## config.mk

```make
export PLATFORM = sky130hd
export DESIGN_NAME = dmem_port_arbiter
export DESIGN_NICKNAME = d
export VERILOG_FILES = /design/src/rtl/dmem_port_arbiter.sv
export SDC_FILE = /design/constraint.sdc
export NUM_CORES = 1
export LEC_CHECK = 0
export CAP_MARGIN = 30
export CORE_AREA = 2 2 106 108
export DETAILED_ROUTE_END_ITERATION = 8
export DIE_AREA = 0 0 108 110
export GPL_TIMING_DRIVEN = 0
export MAX_ROUTING_LAYER = met4
export PLACE_DENSITY = 0.67
export SETUP_SLACK_MARGIN = 0.15
export SYNTH_ARGS = -nofsm -noshare
export SYNTH_HDL_FRONTEND = slang
export SYNTH_SLANG_ARGS = --single-unit
```

## constraint.sdc

```tcl
create_clock -name clk -period 2.7 [get_ports clk]
set_input_delay 0.675 -clock clk [delete_from_list [all_inputs] [get_ports clk]]
set_output_delay 0.675 -clock clk [all_outputs]
set_load 0.1 [all_outputs]
```

## src/rtl/dmem_port_arbiter.sv

```systemverilog
// Two-port data-memory arbiter: MEM stage (port 0) and loader/DMA (port 1) share one
// synchronous-read memory. Port 0 has priority, with starvation relief and locked bursts for port 1.
module dmem_port_arbiter #(
    parameter int unsigned DBITS        = 32,
    parameter int unsigned STARVE_LIMIT = 4,
    parameter int unsigned MAX_BURST    = 8
) (
    input  logic             clk,
    input  logic             reset,
    input  logic             p0_req,
    input  logic             p0_we,
    input  logic [DBITS-1:0] p0_addr,
    input  logic [DBITS-1:0] p0_wdata,
    output logic             p0_gnt,
    output logic             p0_rvalid,
    output logic             stall_MEM,
    input  logic             p1_req,
    input  logic             p1_we,
    input  logic [DBITS-1:0] p1_addr,
    input  logic [DBITS-1:0] p1_wdata,
    input  logic             p1_lock,
    output logic             p1_gnt,
    output logic             p1_rvalid,
    output logic [DBITS-1:0] rdata,
    output logic             mem_en,
    output logic             mem_we,
    output logic [DBITS-1:0] mem_addr,
    output logic [DBITS-1:0] mem_wdata,
    input  logic [DBITS-1:0] mem_rdata
);
    localparam int unsigned SW = $clog2(STARVE_LIMIT + 1);
    localparam int unsigned BW = $clog2(MAX_BURST + 1);

    typedef enum logic [1:0] {
        IDLE = 2'd0,
        OWN0 = 2'd1,
        OWN1 = 2'd2
    } state_t;

    typedef struct packed {
        logic             we;
        logic [DBITS-1:0] addr;
        logic [DBITS-1:0] wdata;
    } mem_req_t;

    state_t        state;
    state_t        state_nxt;
    logic [SW-1:0] starve_cnt;
    logic [SW-1:0] starve_nxt;
    logic [BW-1:0] burst_cnt;
    logic [BW-1:0] burst_nxt;
    logic [1:0]    rd_owner;
    logic          gnt0;
    logic          gnt1;
    logic          lock_hold;
    logic          starved;
    mem_req_t      req0;
    mem_req_t      req1;
    mem_req_t      req_sel;

    // Port 1 keeps ownership while its lock is held and the burst budget remains.
    assign lock_hold = (state == OWN1) && p1_lock && p1_req && (burst_cnt < BW'(MAX_BURST));
    assign starved   = (starve_cnt == SW'(STARVE_LIMIT));

    // State and counter registers.
    always_ff @(posedge clk or negedge reset) begin
        if (!reset) begin
            state      <= IDLE;
            starve_cnt <= '0;
            burst_cnt  <= '0;
        end else begin
            state      <= state_nxt;
            starve_cnt <= starve_nxt;
            burst_cnt  <= burst_nxt;
        end
    end

    // Grant decision, next owner and counter updates.
    always_comb begin
        gnt0       = 1'b0;
        gnt1       = 1'b0;
        state_nxt  = IDLE;
        starve_nxt = '0;
        burst_nxt  = '0;

        if (reset) begin
            if (lock_hold) begin
                gnt1 = 1'b1;
            end else if (p0_req && p1_req) begin
                gnt1 = starved;
                gnt0 = !starved;
            end else begin
                gnt0 = p0_req;
                gnt1 = p1_req;
            end
        end

        if (gnt0) begin
            state_nxt = OWN0;
        end else if (gnt1) begin
            state_nxt = OWN1;
        end

        if (p1_req && !gnt1) begin
            starve_nxt = starved ? starve_cnt : starve_cnt + SW'(1);
        end

        // A grant at the budget limit is ordinary arbitration and restarts the burst count.
        if (gnt1 && p1_lock && (burst_cnt < BW'(MAX_BURST))) begin
            burst_nxt = burst_cnt + BW'(1);
        end
    end

    // Memory request mux driven by the granted port.
    assign req0 = '{we: p0_we, addr: p0_addr, wdata: p0_wdata};
    assign req1 = '{we: p1_we, addr: p1_addr, wdata: p1_wdata};
    assign req_sel = gnt1 ? req1 : req0;

    assign p0_gnt    = gnt0;
    assign p1_gnt    = gnt1;
    assign stall_MEM = reset & p0_req & ~gnt0;
    assign mem_en    = gnt0 | gnt1;
    assign mem_we    = mem_en & req_sel.we;
    assign mem_addr  = req_sel.addr;
    assign mem_wdata = req_sel.wdata;

    // One-hot owner of the read in flight; read data returns the following cycle.
    always_ff @(posedge clk or negedge reset) begin
        if (!reset) begin
            rd_owner <= 2'b00;
        end else begin
            rd_owner <= {gnt1 & ~p1_we, gnt0 & ~p0_we};
        end
    end

    assign p0_rvalid = rd_owner[0];
    assign p1_rvalid = rd_owner[1];
    assign rdata     = mem_rdata;

endmodule

```

Yosys cells after proc, flatten, opt, wreduce, memory -nomap -nowiden
Cells that the tools add are included.
{ "op_classes": {"add_sub_neg": 2, "magnitude_cmp": 1, "n_eq_ne": 3, "n_mux": 12, "n_bitwise": 9, "reduce_logical": 9} }
{ "ops": {"columns": ["op", "count"], "rows": [
  ["65-bit 2-to-1 mux", 1],
  ["1-bit logical AND", 7],
  ["1-bit 2-to-1 mux", 6],
  ["3-bit 2-to-1 mux", 2],
  ["1-bit bitwise AND", 5],
  ["4-bit by 1-bit adder with 4-bit output, second input constant", 1],
  ["4-bit < comparator, second input constant", 1],
  ["2-bit 2-to-1 mux", 2],
  ["4-bit 2-to-1 mux", 1],
  ["3-bit by 1-bit adder with 3-bit output, second input constant", 1],
  ["3-bit == test, second input constant", 1],
  ["1-bit inverter", 3],
  ["2-bit == test, second input constant", 1],
  ["1-bit zero test", 2],
  ["2-bit != test, second input constant", 1],
  ["1-bit OR", 1]
]} }
{ "totals": {"reg_bits": 11, "in_bits": 167, "out_inout_bits": 103, "word_cells": 40} }

Depth between registers and ports, before layout
Gate-level depths: netlist of the first run.
{ "logic_depth": {"ltp_word": 9, "mapped_depth": 6, "mapped_depth_nobuf": 5} }

Worst setup path before layout of the first run
No wires, ideal clock.
{ "synth_timing": {"kind": "in2out", "start": "in p1_req", "end": "out stall_MEM", "t_arrival_ps": 3295, "required_time_ps": 2025, "slack_ps": -1270, "stages": 3, "n_path_buf": 1, "path_cell_list": "clkbuf_1 > inv_1 > a211oi_1"} }
{ "synth_via": {"elab_chain_cells": 6, "elab_cells_between_ends": 8, "classes_between": "mux (3); bitwise (2); reduce/logical (3)"} }
{ "synth_rtl": {"columns": ["item", "line", "rtl"], "rows": [
  ["start, declared", "17", "input logic p1_req,"],
  ["1-bit logical AND, on equally long branches", "89, 62", null],
  ["1-bit 2-to-1 mux / 1-bit logical AND (equally long branches)", "89, 62", null],
  ["1-bit 2-to-1 mux *", "87", "if (lock_hold) begin"],
  ["1-bit 2-to-1 mux *", "86", "if (reset) begin"],
  ["1-bit inverter *", "121", "assign stall_MEM = reset & p0_req & ~gnt0;"],
  ["1-bit bitwise AND *", "121", null],
  ["end, declared", "16", "output logic stall_MEM,"]
]} }
Mark *: on every way between the ends. The rest lies on a longest branch, timed or not.

Worst setup path after layout of the first run
{ "layout_timing": {"start": "in p1_lock", "end": "out mem_wdata[13]"} }
{ "layout_via": {"elab_chain_cells": 6} }
{ "layout_rtl": {"columns": ["item", "line", "rtl"], "rows": [
  ["start, declared", "21", "input logic p1_lock,"],
  ["1-bit logical AND (3 in series)", "62", "assign lock_hold = (state == OWN1) && p1_lock && p1_req && (burst_cnt < BW'(MAX_BURST));"],
  ["1-bit 2-to-1 mux", "87", null],
  ["1-bit 2-to-1 mux", "86", null],
  ["65-bit 2-to-1 mux", "117", "assign req_sel = gnt1 ? req1 : req0;"],
  ["end, declared", "28", "output logic [DBITS-1:0] mem_wdata,"]
]} }
Every way passes these cells.

==> run summary, run 1 <==
The post-detailed-route via-to-cell ratio came out at 3.94. The gate count after technology mapping is 159. After synthesis, the mean cell area works out to 10.1 µm². The part of the cycle the worst path needs came out at 105%. Counting flops and latches in the post-synthesis netlist gives 11. The all-layer global routing usage came out at 15.3%. Subtracting the final worst setup slack from the clock period gives 2850 ps.

The data arrival time of the critical path came out at 2170 ps. The path class of the tightest hold or removal check is input pin to async pin. The non-filler instance count after layout came out at 565. The buffer levels on the longest clock path is 2. The starting DRC count in detailed routing came out at 53.

The kind of launch point of the worst setup path is an input pin. In this run, synthesis inferred 0 flip-flops with an integrated enable. The die is 110 µm tall. In this run the standard cell core region covers 10700 µm². Entering global routing, the biggest net connects 19 pins.

The count of fill cells added during filler insertion came out at 894. Setup repair after global routing could not meet its margin everywhere. The number of failing setup endpoints in the final timing report is 64. IR analysis of the VDD net gives a maximum drop of 0.000275 V. For the pin with the worst max-slew slack, the measured transition is 1030 ps. In the synthesized netlist the dominant register cell turns out to be dfrtp_1.

The sum of buffers and inverters on the critical path is 6. The number of cell instances on the worst register-to-register path is 7. For this run, global-route usage on met1 was measured as 17.1%.

The number of routed nets with antenna violations is 0. CTS saw 11 sinks. The die is 108 µm wide.

The clock arrives with 2.81 ps of skew. The clock transition at the registers of the reported paths is 50 ps. The setup total negative slack is -6610 ps. The top-area cell type share of the netlist area came out at 40.6%.

Across the whole layout, storage elements account for 275 µm². Headroom to the max-slew limit came out at 31.4%. TritonCTS built the clock tree. The largest single stage delay on the critical path is 310 ps. The weighted congestion at the end of routability-driven global placement is 0.813. By instance count, the cell type seen most on the critical path is buf_12. The achievable frequency is 351 MHz. Cells with a size suffix above 1 make up 50.8% of the layout.

The power per unit of standard cell area is 360 nW/µm². The number of antenna violations at the first check in global routing is 2. By area the synthesized netlist is led by mux2_2 (41%), dfrtp_1 (17%), buf_4 (17%). After global routing the overflow that remains totals 0. The net count after synthesis came out at 329. In this run the core area contains 38 standard-cell rows. The worst register-to-register path begins at state[0]. The area growth from synthesis to layout came out at 250%.

The number of placed cells counting well taps came out at 535. The proportion of synthesized flip-flops having asynchronous set or reset came out at 100%. Broken down by cell family, the worst path's largest delay share belongs to buffers and inverters.

For the worst setup path, the data required time is 2030 ps. The effective utilization at floorplan is 15.0%. The DRC violation count after routing came out at 0. The first global-routing pass estimated 13500 µm of wire. The detailed-route wire length per cell is 17.8 µm. The total clock buffers created by CTS came out at 3. The element type at the critical path end is an output pin. The number of levels in the clock H-tree is 1.

In this run the critical register-to-register path is captured at burst_cnt[3]. The first TritonRoute pass finished after 4 iterations. The static leakage power is 2.77 nW.

The worst setup slack before clock tree synthesis is -1670 ps. The total routed wirelength is 10100 µm. The cell sitting at the root of the clock tree is a clkbuf_8. The signal on the critical path passes through buf_6 > and4bb_2 > o211ai_4 > buf_6 > buf_8 > buf_12 > buf_12 > mux2_4 > buf_12. The count of yosys warnings during synthesis is 0. The number of global-route vias before repair is 2281. The proportion of synthesized chip area in sequential cells is 17.1%. Summing all multi-input logic gate instances after layout gives 1310 µm². The run finished, with violations left. The summed instance area of the synthesized netlist is 1610 µm². In this run the tool buffered the top-level ports with 236 buffer cells. The via total after detailed routing came out at 2227. The number of max-slew violations in the final report came out at 0. The highest-delay cell along the critical path is mux2_4.

The worst-case setup margin in the final layout is -146 ps. The total number of nets in the final design is 594. The number of I/O pins came out at 270. The met3 track utilization from global routing is 3.82%.

Max-cap violations in this run came to 0. The final reports fail on negative setup slack. The hold violation count in the final report came out at 0. The later pin in the worst-skew pair is clocked with a latency of 230 ps. The floorplan step defined a die boundary enclosing 11900 µm². The setup check on the worst reg-to-reg path leaves a slack of 1020 ps. The maximum fanout along the worst path is 5.

The half-perimeter wire length after placement is 7660 µm. The setup path with the least slack is of type input pin to output pin. The biggest area contributor in the post-synthesis netlist is mux2_2.

The fraction of met2 tracks used by global routing is 27.9%. The global routing stage identified its most utilized layer as met2. The post-synthesis cell type count came out at 29.
sequential cells by signal (all words and copies together) (netlist names):
name        count
burst_cnt       4
state           2
rd_owner        2
starve_cnt      3
layout make-up:
class                   count  area share (%)
multi-input cells         102            23.2
inverters                   6           0.467
diodes                      2          0.0889
plain buffers              40            6.89
repair buffers            260            60.5
clock buffers               4           0.800
well taps                 140            3.11
flip-flops and latches     11            4.89
synthesized netlist by cell type, drive strengths merged, types with 2 or more instances:
cell / n
a21oi: 2
buf: 39
a211oi: 2
o21a: 2
nor3: 7
dfrtp: 11
nand2: 4
nand3: 2
ha: 3
inv: 6
a21boi: 2
mux2: 64
routing by layer:
metal	part of all wire (%)	up-vias
li1	-	1073
met1	36	1038
met2	54	110
met3	8.9	6
met4	1.0	0
met5	0	-
layout by cell type, fill, tap and decap left out, types with 2 or more instances in the layout:
master           instances
dfrtp_1                 11
inv_1                    3
buf_6                    5
dlymetal6s2s_1          14
a21boi_0                 2
buf_16                   4
clkbuf_16                2
dlygate4sd2_1           14
nor3_1                   7
o21a_1                   2
buf_12                  77
buf_8                    2
clkbuf_8                 3
nand3_1                  2
nand2_1                  3
buf_4                   42
ha_1                     2
mux2_4                  64
diode_2                  2
clkbuf_4                 2
inv_2                    2
clkdlybuf4s50_1        136
repair_timing:
action,in CTS,in global routing
gates resized for setup,667,19
setup endpoints to repair,82,81
cloned,4,2
pin swaps,5,1
hold buffers,0,0
buffers inserted,16,2
through the flow:
stage               util [%]  total power, mW  hold slack (ps)  cell area, µm²
detailed placement      41.4             1.59              467            4430
floorplan                  -             1.17              379            1900
global route            52.6             2.09              305            5630
finish                  52.6             2.03              301            5630
CTS                     51.3             2.02              297            5490
global placement        41.4             1.58              455            4430
where the power goes:
group,switching (mW),internal [mW]
sequential,0.00444,0.172
combinational,0.983,0.709
clock,0.0544,0.103
total,1.04,0.983
logic make-up (layout without fill, tap and decap cells):
| logic type | Yosys count | count (layout) | synth area share (%) |
|---|---|---|---|
| muxes | 65 | 65 | 45.4 |
| buffers and inverters | 46 | 310 | 20.5 |
| and+or+nand+nor | 18 | 18 | 6.30 |
| AOI/OAI and AO/OA | 15 | 15 | 7.78 |
| DFF | 11 | 11 | 17.1 |
| adders and majority gates | 3 | 3 | 2.33 |
| xor gates and xnor gates | 1 | 1 | 0.544 |
| other | 0 | 2 | 0 |
worst max path at each step:
stage                       start            end  slack [ps]  cells after the start
floorplan                  p1_req      stall_MEM        -170                      3
global placement            reset  mem_wdata[19]       -1660                      5
detailed placement          reset  mem_wdata[16]       -1670                      5
CTS                       p1_lock  mem_wdata[16]        -160                      9
global route        starve_cnt[1]    mem_addr[9]        -210                     10
finish                    p1_lock  mem_wdata[13]        -150                      9
worst reg2reg max path, stage by stage, from the launching register on:
cell and delay [ps]:
dfrtp_1 380, and4bb_2 350, o211ai_4 110, buf_8 160, buf_12 130, buf_12 120, buf_4 150, nor3_1 200
Note: power is estimated with default switching activity, not from simulation.
==> inputs of run 2 (changes only) <==
Settings changed: CELL_PAD_IN_SITES_DETAIL_PLACEMENT from default to 0, CELL_PAD_IN_SITES_GLOBAL_PLACEMENT from default to 1, CORE_AREA 2 2 106 108 to default, CORE_UTILIZATION from default to 13, DIE_AREA 0 0 108 110 to default, PLACE_DENSITY 0.67 to 0.88.
==> run summary, run 2 (synthesized netlist as in run 1, its figures left out) <==
The number of I/O pins came out at 270 (unchanged). The post-detailed-route via-to-cell ratio came out at 3.83 (-3.0%). The most numerous cell type found on the critical path is buf_12. The area growth from synthesis to layout is 248%.

The flow ran to the end, but the final reports show violations. The required time at the endpoint of the critical path came out at 2030 ps (about the same). The largest net degree at the start of global routing is 19 (unchanged).

The maximum fanout along the worst path was 10 (+5). The worst setup path is captured at an output pin. The weighted congestion at the end of routability-driven global placement is 0.757 (-7.0%). Among cell families on the critical path, the largest total delay comes from buffers and inverters.

The post-route cell area is 5600 µm² (-0.58%). In this run the worst setup path begins at p1_lock. The power per unit of standard cell area is 378 nW/µm² (+5.1%). The number of placed cells counting well taps is 564 (+5.4%). The first-pass iteration count of the detailed router came out at 4 (unchanged). The relative slew slack came to 33.7% (+2.3 points). The hold violation count in the final report is 0 (unchanged). The most common library cell in the layout ignoring fill and taps is clkdlybuf4s50_1.

The worst setup slack before clock tree synthesis is -1700 ps (-30.7 ps). The non-filler instance count after layout was 583 (+3.2%). The number of levels in the clock H-tree is 1 (unchanged). The number of maximum-capacitance constraint violations is 0 (unchanged). The latest clock arrival within the worst-skew pair is 240 ps (about the same). The via total after detailed routing is 2230 (+0.13%). The largest stage delay on the critical path came out at 320 ps (about the same). The part of the cycle the worst path needs was 105% (-0.57 points). The DRC violation count after routing is 0 (unchanged).

Setup repair after global routing could not meet its margin everywhere. The total clock buffers created by CTS was 3 (unchanged). The data arrival time of the critical path came to 2160 ps (about the same). The number of global-route vias before repair is 2266 (-0.66%). The number of antenna violations at the first check in global routing is 0 (-2). The wire length of the first global-routing pass was 13200 µm (-2.6%). The antenna diode count came out at 0 (-2).

The clock tree from TritonCTS is built. The number of buffer cells added on primary ports came out at 236 (unchanged). The number of failing setup endpoints in the final timing report is 64 (unchanged). The total number of nets in the final design is 586 (-1.3%).

STA classifies the critical path startpoint as an input pin. The number of flip-flops in the largest register came to 4 (unchanged). The number of placement rows is 40 (+5.3%).

The die area was 12800 µm² (+8.0%). The utilization of the core after routing came out at 46.4% (-6.2 points). The amount of wire on met2 after detailed routing was 5340 µm (-1.5%).

Among all stages on the critical path, the largest delay is contributed by mux2_4. The width of the chip is 113 µm (+4.9%). The clock transition at the registers of the reported paths came out at 40 ps (about the same). The static leakage power came out at 2.76 nW (-0.23%).

The sum of buffers and inverters on the critical path is 5 (-1). The register with the most flip-flops in the final layout is burst_cnt. The total routed wirelength came to 9720 µm (-3.3%). In the layout the commonest cells are clkdlybuf4s50_1 (134), buf_12 (74), mux2_4 (64). The detailed-route wire length per cell is 16.7 µm (-6.3%). The minimum clock period was 2830 ps (-15.4 ps). The largest registers in the layout are burst_cnt x4, starve_cnt x3. Signal routing reaches up to met4. The achievable frequency is 353 MHz (+0.54%). The start-to-end type of the worst setup path is input pin to output pin.

The worst register-to-register path begins at starve_cnt[1]. The number of clock sinks is 11 (unchanged). The half-perimeter wire length after placement is 7650 µm (about the same). The number of buffers inserted for hold repair after clock tree synthesis is 0 (unchanged). The floorplan die height is 113 µm (+3.0%). The number of max-slew violations in the final report came to 0 (unchanged). The total power is 2.12 mW (+4.5%).

The worst-case setup margin in the final layout is -130 ps (+15.4 ps). The measured slew at the worst slew-check pin is 998 ps (-27.0 ps). The met3 wire length came out at 537 µm (-40%). The clock skew after layout is 0.746 ps (-2.06 ps). The number of routed nets with antenna violations was 0 (unchanged). The met1 wire length came to 3820 µm (+5.3%). The worst supply voltage drop on vdd is 0.000293 V (+6.5%). The critical path goes through buf_6 > and4bb_2 > o211ai_4 > buf_12 > buf_16 > buf_12 > mux2_4 > buf_12. The starting DRC count in detailed routing was 52 (-1.9%). The path category of the worst min-delay check is input pin to async pin. The area of the core came to 12100 µm² (+13%). The all-layer global routing usage is 13.7% (-1.5 points).

The total placed instance area came to 4500 µm² (+1.4%). The layout cell share with drive strength beyond 1 was 49.9% (-0.95 points). The buffer levels on the longest clock path was 2 (unchanged). The sum of overflow across all layers after global routing came out at 0 (unchanged). The effective utilization at floorplan came out at 13.3% (-1.7 points).

The checks that failed: negative setup slack. The cell sitting at the root of the clock tree is a clkbuf_16. The count of fill cells added during filler insertion is 1058 (+18%).
## run 2: changes by cell type in the layout (fill, tap and decap cells not counted), moves of 3 or more
cell,change
clkbuf_16,+5
dlymetal6s2s_1,+4
buf_12,-3
buf_6,-3
clkbuf_8,-3
## run 2: path summary, 6_finish.rpt
kind / slack [ps] / depth (start not counted) / endpoint
worst max-delay path: -130 / 8 / mem_wdata[17]
worst min-delay path: 300 / 1 / rd_owner[1]
worst max register to register: 1010 / 9 / burst_cnt[3]
worst min register to register: 470 / 1 / burst_cnt[0]
max in group asynchronous: 2210 / 1 / starve_cnt[0]
min in group clk: 470 / 1 / burst_cnt[0]
## run 2: timing repair
item,4_1_cts,5_1_grt
setup buffers,9,1
pin swaps,5,2
gates cloned,2,4
setup endpoints to repair,80,85
gates resized for setup,649,21
## run 2: power breakdown
group / internal [mW] / switching (mW)
sequential: 0.172 / 0.00481
clock: 0.198 / 0.0709
combinational: 0.695 / 0.976
## run 2: cell type report
cell class	count	area (µm²)	share of cell area (%)
flip-flops and latches	11	275	4.92
inverters	6	26.3	0.469
repair buffers	252	3310	59.1
well taps	168	210	3.76
multi-input cells	102	1310	23.4
plain buffers	40	388	6.93
clock buffers	4	78.8	1.41
## run 2: worst reg2reg max path, delay by kind of cell (launching register included)
kind / cells / cell delay (ps)
buffers and inverters: 5 / 560
DFF: 1 / 360
AOI/OAI and AO/OA: 2 / 440
adders and majority gates: 1 / 160
and+or+nand+nor: 1 / 50
## run 2: per-stage QoR
stage / setup TNS (ps) / hold WS (ps)
floorplan: -167 / 379
global placement: -106810 / 457
detailed placement: -110590 / 473
CTS: -5140 / 305
global route: -9360 / 316
finish: -6120 / 300
## run 2: layer usage
metal	global-route usage [%]	vias up
met5	-	-
met4	1.05	0
met3	1.55	4
met2	26.2	114
met1	15.9	1063
li1	-	1049
